`src/rtl/sprite_row_prefetch.sv`:
```
// Ping-pong row prefetcher for a 64x64, 4 bpp sprite held in SRAM.
// The row for the next scan line is fetched in horizontal blanking and swapped in at the end of the line.
module sprite_row_prefetch #(
  parameter logic [9:0]  X    = 10'd0,
  parameter logic [9:0]  Y    = 10'd0,
  parameter logic [19:0] BASE = 20'h00000
) (
  input  logic        CLK,
  input  logic        Reset,
  input  logic [9:0]  DrawX,
  input  logic [9:0]  DrawY,
  input  logic [15:0] SRAM_DQ,
  output logic [19:0] SRAM_ADDR,
  output logic        CE,
  output logic        OE,
  output logic        UB,
  output logic        LB,
  output logic        WE,
  output logic        busy,
  output logic [3:0]  pix_idx,
  output logic        pix_valid
);

  typedef enum logic [1:0] {IDLE = 2'd0, FETCH = 2'd1, DRAIN = 2'd2} state_t;

  state_t      state_q;
  logic [3:0]  word_q;
  logic [5:0]  row_q;
  logic [19:0] addr_q;
  logic        strobe_n_q;
  logic        busy_q;
  logic        disp_bank_q;
  logic [1:0]  valid_q;
  logic [15:0] buf_q [0:31];
  logic [3:0]  pix_idx_q;
  logic        pix_valid_q;

  logic [9:0]  next_y_d;
  logic [5:0]  row_d;
  logic        fetch_hit_d;
  logic        fill_bank_d;
  logic        wr_en_d;
  logic [3:0]  wr_idx_d;
  logic [5:0]  dx_d;
  logic [15:0] word_d;
  logic [3:0]  nibble_d;
  logic        in_win_d;
  logic        pix_valid_d;
  logic [3:0]  pix_idx_d;

  // 11-bit window bounds so a sprite near the screen edge is clipped rather than wrapped
  always_comb begin
    next_y_d    = (DrawY == 10'd524) ? 10'd0 : DrawY + 10'd1;
    row_d       = next_y_d[5:0] - Y[5:0];
    fetch_hit_d = ({1'b0, next_y_d} >= {1'b0, Y}) &&
                  ({1'b0, next_y_d} <= ({1'b0, Y} + 11'd63));
    fill_bank_d = ~disp_bank_q;
    wr_en_d     = !Reset && (((state_q == FETCH) && (word_q != 4'd0)) || (state_q == DRAIN));
    wr_idx_d    = (state_q == DRAIN) ? 4'd15 : word_q - 4'd1;
  end

  always_ff @(posedge CLK) begin
    if (Reset) begin
      state_q     <= IDLE;
      word_q      <= 4'd0;
      row_q       <= 6'd0;
      addr_q      <= 20'h00000;
      strobe_n_q  <= 1'b1;
      busy_q      <= 1'b0;
      disp_bank_q <= 1'b0;
      valid_q     <= 2'b00;
    end else begin
      if (DrawX == 10'd799) begin
        disp_bank_q <= ~disp_bank_q;
      end
      case (state_q)
        IDLE: begin
          if (DrawX == 10'd640) begin
            valid_q[fill_bank_d] <= 1'b0;
            if (fetch_hit_d) begin
              state_q    <= FETCH;
              row_q      <= row_d;
              word_q     <= 4'd0;
              addr_q     <= BASE + {10'd0, row_d, 4'd0};
              strobe_n_q <= 1'b0;
              busy_q     <= 1'b1;
            end
          end
        end
        FETCH: begin
          if (word_q == 4'd15) begin
            state_q <= DRAIN;
          end else begin
            word_q <= word_q + 4'd1;
            addr_q <= BASE + {10'd0, row_q, word_q + 4'd1};
          end
        end
        DRAIN: begin
          valid_q[fill_bank_d] <= 1'b1;
          state_q    <= IDLE;
          strobe_n_q <= 1'b1;
          busy_q     <= 1'b0;
        end
        default: begin
          state_q    <= IDLE;
          strobe_n_q <= 1'b1;
          busy_q     <= 1'b0;
        end
      endcase
    end
  end

  // Data for address w arrives one cycle later, so the write index trails the issued word by one
  always_ff @(posedge CLK) begin
    if (wr_en_d) begin
      buf_q[{fill_bank_d, wr_idx_d}] <= SRAM_DQ;
    end
  end

  always_comb begin
    dx_d        = DrawX[5:0] - X[5:0];
    word_d      = buf_q[{disp_bank_q, dx_d[5:2]}];
    nibble_d    = word_d[{dx_d[1:0], 2'b00} +: 4];
    in_win_d    = ({1'b0, DrawX} >= {1'b0, X}) && ({1'b0, DrawX} <= ({1'b0, X} + 11'd63)) &&
                  ({1'b0, DrawY} >= {1'b0, Y}) && ({1'b0, DrawY} <= ({1'b0, Y} + 11'd63));
    pix_valid_d = in_win_d && valid_q[disp_bank_q] && (nibble_d != 4'd0);
    pix_idx_d   = pix_valid_d ? nibble_d : 4'd0;
  end

  always_ff @(posedge CLK) begin
    if (Reset) begin
      pix_idx_q   <= 4'd0;
      pix_valid_q <= 1'b0;
    end else begin
      pix_idx_q   <= pix_idx_d;
      pix_valid_q <= pix_valid_d;
    end
  end

  assign SRAM_ADDR = addr_q;
  assign CE        = strobe_n_q;
  assign OE        = strobe_n_q;
  assign UB        = strobe_n_q;
  assign LB        = strobe_n_q;
  assign WE        = 1'b1;
  assign busy      = busy_q;
  assign pix_idx   = pix_idx_q;
  assign pix_valid = pix_valid_q;

endmodule

```
`config.mk`:
```
export PLATFORM = sky130hd
export DESIGN_NAME = sprite_row_prefetch
export DESIGN_NICKNAME = d
export VERILOG_FILES = /design/src/rtl/sprite_row_prefetch.sv
export SDC_FILE = /design/constraint.sdc
export NUM_CORES = 1
export LEC_CHECK = 0
export ABC_CLOCK_PERIOD_IN_PS = 6000
export CAP_MARGIN = 20
export CORE_AREA = 2 2 185 187
export DETAILED_ROUTE_END_ITERATION = 8
export DIE_AREA = 0 0 187 189
export GPL_TIMING_DRIVEN = 0
export PLACE_DENSITY_LB_ADDON = 0.2
export REMOVE_ABC_BUFFERS = 1
export SYNTH_ARGS = -nofsm -noshare
export SYNTH_HDL_FRONTEND = slang
export SYNTH_SLANG_ARGS = --single-unit
```
`constraint.sdc`:
```
create_clock -name CLK -period 6 [get_ports CLK]
set_input_delay 1.2 -clock CLK [delete_from_list [all_inputs] [get_ports CLK]]
set_output_delay 1.2 -clock CLK [all_outputs]
set_load 0.01 [all_outputs]
```
==> flow_summary_export.csv <==
group,metric,value,unit
run_status,status,"completed",
clocking,cts_buffer_depth,3,
global_routing,grt_usage,28.2,%
sta,finalCritPeriodShare,73.0,%
synthesis,synth-compound-area-share,3.94,%
clocking,holdBufCountCts,0,
setup_path,path_class,"in -> reg",
floorplanning,die_h,189,µm
sta,fmax,228,MHz
finish,final_nets,1269,
floorplanning,initial_utilization,64.5,%
synthesis,synth_enable_flop_cells,512,
route,via_count,11343,
sta,finalMaxSlewViolations,0,
synthesis,synthAdderAreaFrac,0.233,%
setup_path,path_max_fanout,30,
clocking,cts_resized,0,
synthesis,synth_xor_area_share,0.327,%
setup_path,worstPathArrival,4.83,ns
clocking,cts_setup_buffers,0,
clocking,path_clk_slew,0.06,ns
route,drt_iter0_markers,1433,
finish,mostFrequentLayoutCell,"edfxtp_1",
finish,antennaDiodeCount,0,
synthesis,synthMuxAreaShare,14.4,%
route,wire_per_inst,28.5,µm
synthesis,ys_seq_area_share,74.3,%
synthesis,yosysTopAreaCell,"edfxtp_1",
synthesis,synthArstFlopShare,0,%
global_routing,grt-ovfl-total,0,
flow_run,max-cap-violations,0,
setup_path,reg2reg_from,"word_q[0]$_SDFFE_PP0P_",
synthesis,ys.flop_type,"edfxtp_1",
floorplanning,core_area,0.0333,mm²
floorplanning,die_area,0.0353,mm²
worst_hold_path,min_to,"busy$_SDFFE_PP0P_",
setup_path,r2r_cells,6,
sta,fin_setup_tns,0,ns
setup_path,r2r-end,"buf_q[4][2]$_DFFE_PP_",
placed_design,pre_cts_slack,1.08,ns
floorplanning,die_w,187,µm
power_and_ir_drop,powerDensity,306,mW/mm²
worst_hold_path,whs_path_depth,2,
sta,period_needed,4.38,ns
setup_path,cp-end-kind,"flop",
clocking,root_buffer,"clkbuf_16",
floorplanning,rows,67,
clocking,htree_num_levels,2,
synthesis,synth_top_family_by_area,"multiplexers",
route,wirelength,48900,µm
synthesis,avgSynthCellArea,19.1,µm²
worst_hold_path,hold_class,"reg -> reg",
synthesis,syn_area,0.0215,mm²
route,drc_errors,0,
power_and_ir_drop,ir_worst_vdd,0.230,mV
setup_path,r2r_slack,2.76,ns
route,first_pass_iters,5,
setup_path,startpoint_type,"input pin",
synthesis,synth.area.top_cells,"edfxtp_1, mux4_2, mux2i_1",
route,ant_nets,0,
placed_design,gp_congestion,0.835,
floorplanning,io_pins,69,
finish,post_route_cells_drive_above_1_share,20.6,%
clocking,cts_tree,"built",
route,vias_per_cell,6.60,
synthesis,synth_cell_types,65,
global_routing,grt_antenna_before_repair,1,
sta,tightest_slew,1.05,ns
power_and_ir_drop,power_leakage,8.06,nW
clocking,clkSinkCount,540,
sta,skew,0.0197,ns
global_routing,first_global_vias,11318,
synthesis,synth-simple-area-share,4.39,%
synthesis,yosysWarnings,0,
placed_design,hpwl,29900,µm
clocking,clk_latency,0.58,ns
sta,setup_violations,0,
sta,rsz0062_at_grt,"no",
finish,mostFrequentLayoutCells,"edfxtp_1, mux4_2, mux2i_1",
synthesis,synth_cells,1122,
global_routing,grt_first_pass_wirelength,72500,µm
worst_hold_path,hp-start,"busy$_SDFFE_PP0P_",
sta,hold_viol_final,0,
synthesis,synth_top_area_share,71.7,%
clocking,cts_inserted_buffers,52,
placed_design,numPortBuffers,57,
sta,relSlewSlack,29.8,%
global_routing,grt_max_degree,61,
setup_path,crit_required,6.45,ns
finish,area_growth,15.9,%
synthesis,ys_seq_elements,540,
sta,timing.final.ws_setup,1.62,ns
-- how the worst max path moves through the flow --
stage | from | to | slack [ns]
after floorplan | DrawY[0] | SRAM_ADDR[6]$_SDFFE_PP0P_ | 2.69
after global placement | DrawX[2] | pix_valid$_SDFF_PP0_ | -6.58
after detailed placement | DrawX[5] | pix_valid$_SDFF_PP0_ | 1.08
after CTS | DrawX[5] | pix_valid$_SDFF_PP0_ | 1.64
after global routing | DrawX[5] | pix_valid$_SDFF_PP0_ | 1.58
final | DrawX[5] | pix_valid$_SDFF_PP0_ | 1.62
-- through the flow --
stage	utilization (%)	cell area, µm²	hold slack (ns)	total power, mW	cells
floorplan	-	21000	0.440	4.33	1061
global placement	66.5	22100	0.444	4.59	1566
detailed placement	68.9	22900	0.445	4.54	1609
CTS	73.8	24600	0.455	7.62	1706
global route	74.7	24900	0.486	7.80	1718
finish	74.7	24900	0.454	7.62	1718
-- cell type report --
cell class | count | area [µm²]
timing repair buffer | 112 | 1580
multi-input combinational | 510 | 5110
sequential | 540 | 15900
inverter | 11 | 41.3
clock inverter | 25 | 200
clock buffer | 72 | 1430
tap | 448 | 561
fill | 1859 | 8420
-- worst max-delay path, cell delays in order --
cell and delay (ns):
clkdlybuf4s50_1 0.90, buf_8 0.39, inv_2 0.58, mux2_2 0.43
a221oi_1 0.59, a2111o_1 0.19, and4_1 0.25, a31o_2 0.17
nand3b_1 0.07
-- power breakdown --
part	switching, mW	total [mW]	internal (mW)
Combinational	0.217	0.368	0.150
Sequential	0.000118	4.12	4.12
Clock	1.34	3.13	1.79
Total	1.56	7.62	6.06
-- Yosys cell counts (all sizes together) (4+ instances only) --
library cell and n:
edfxtp 512, o21ai 14, mux2i 71, ha 4, o221ai 19, mux4 101
nor2 71, a31oi 4, nand4 6, dfxtp 28, nor2b 6, mux2 4
a221oi 7, a21oi 21, nand3 14, a311oi 7, nor4 5, buf 47
a22oi 6, nor3 11, o2111ai 4, nand2 56, a211o 6, clkbuf 23
o22ai 9, inv 10, xnor2 5, and2 7
-- routing by layer --
layer | wire length [µm] | share of wire (%) | track usage [%] | vias up
met5 | 14 | 0.029 | 0 | -
met3 | 5050 | 10 | 6.28 | 100
met4 | 1390 | 2.8 | 9.16 | 2
met2 | 23700 | 49 | 45.3 | 704
li1 | - | - | - | 4778
met1 | 18700 | 38 | 39.4 | 5759
-- cell families (layout without fill, tap and decap cells) --
logic type      after synthesis  in the layout
compound gates              113            113
buf+inv                      81            220
xor+xnor                      8              8
fa+ha+maj                     4              4
simple gates                198            198
mux                         176            176
other cells                   2             11
flops                       540            540
-- flip-flops by register name (all words and copies together), names as in the netlist, named ones only --
register	cells
row_q	6
word_q	3
CE	1
disp_bank_q	1
pix_valid	1
busy	1
pix_idx	4
buf_q	512
state_q	2
SRAM_ADDR	7
Power figures use the tool's default switching activity.
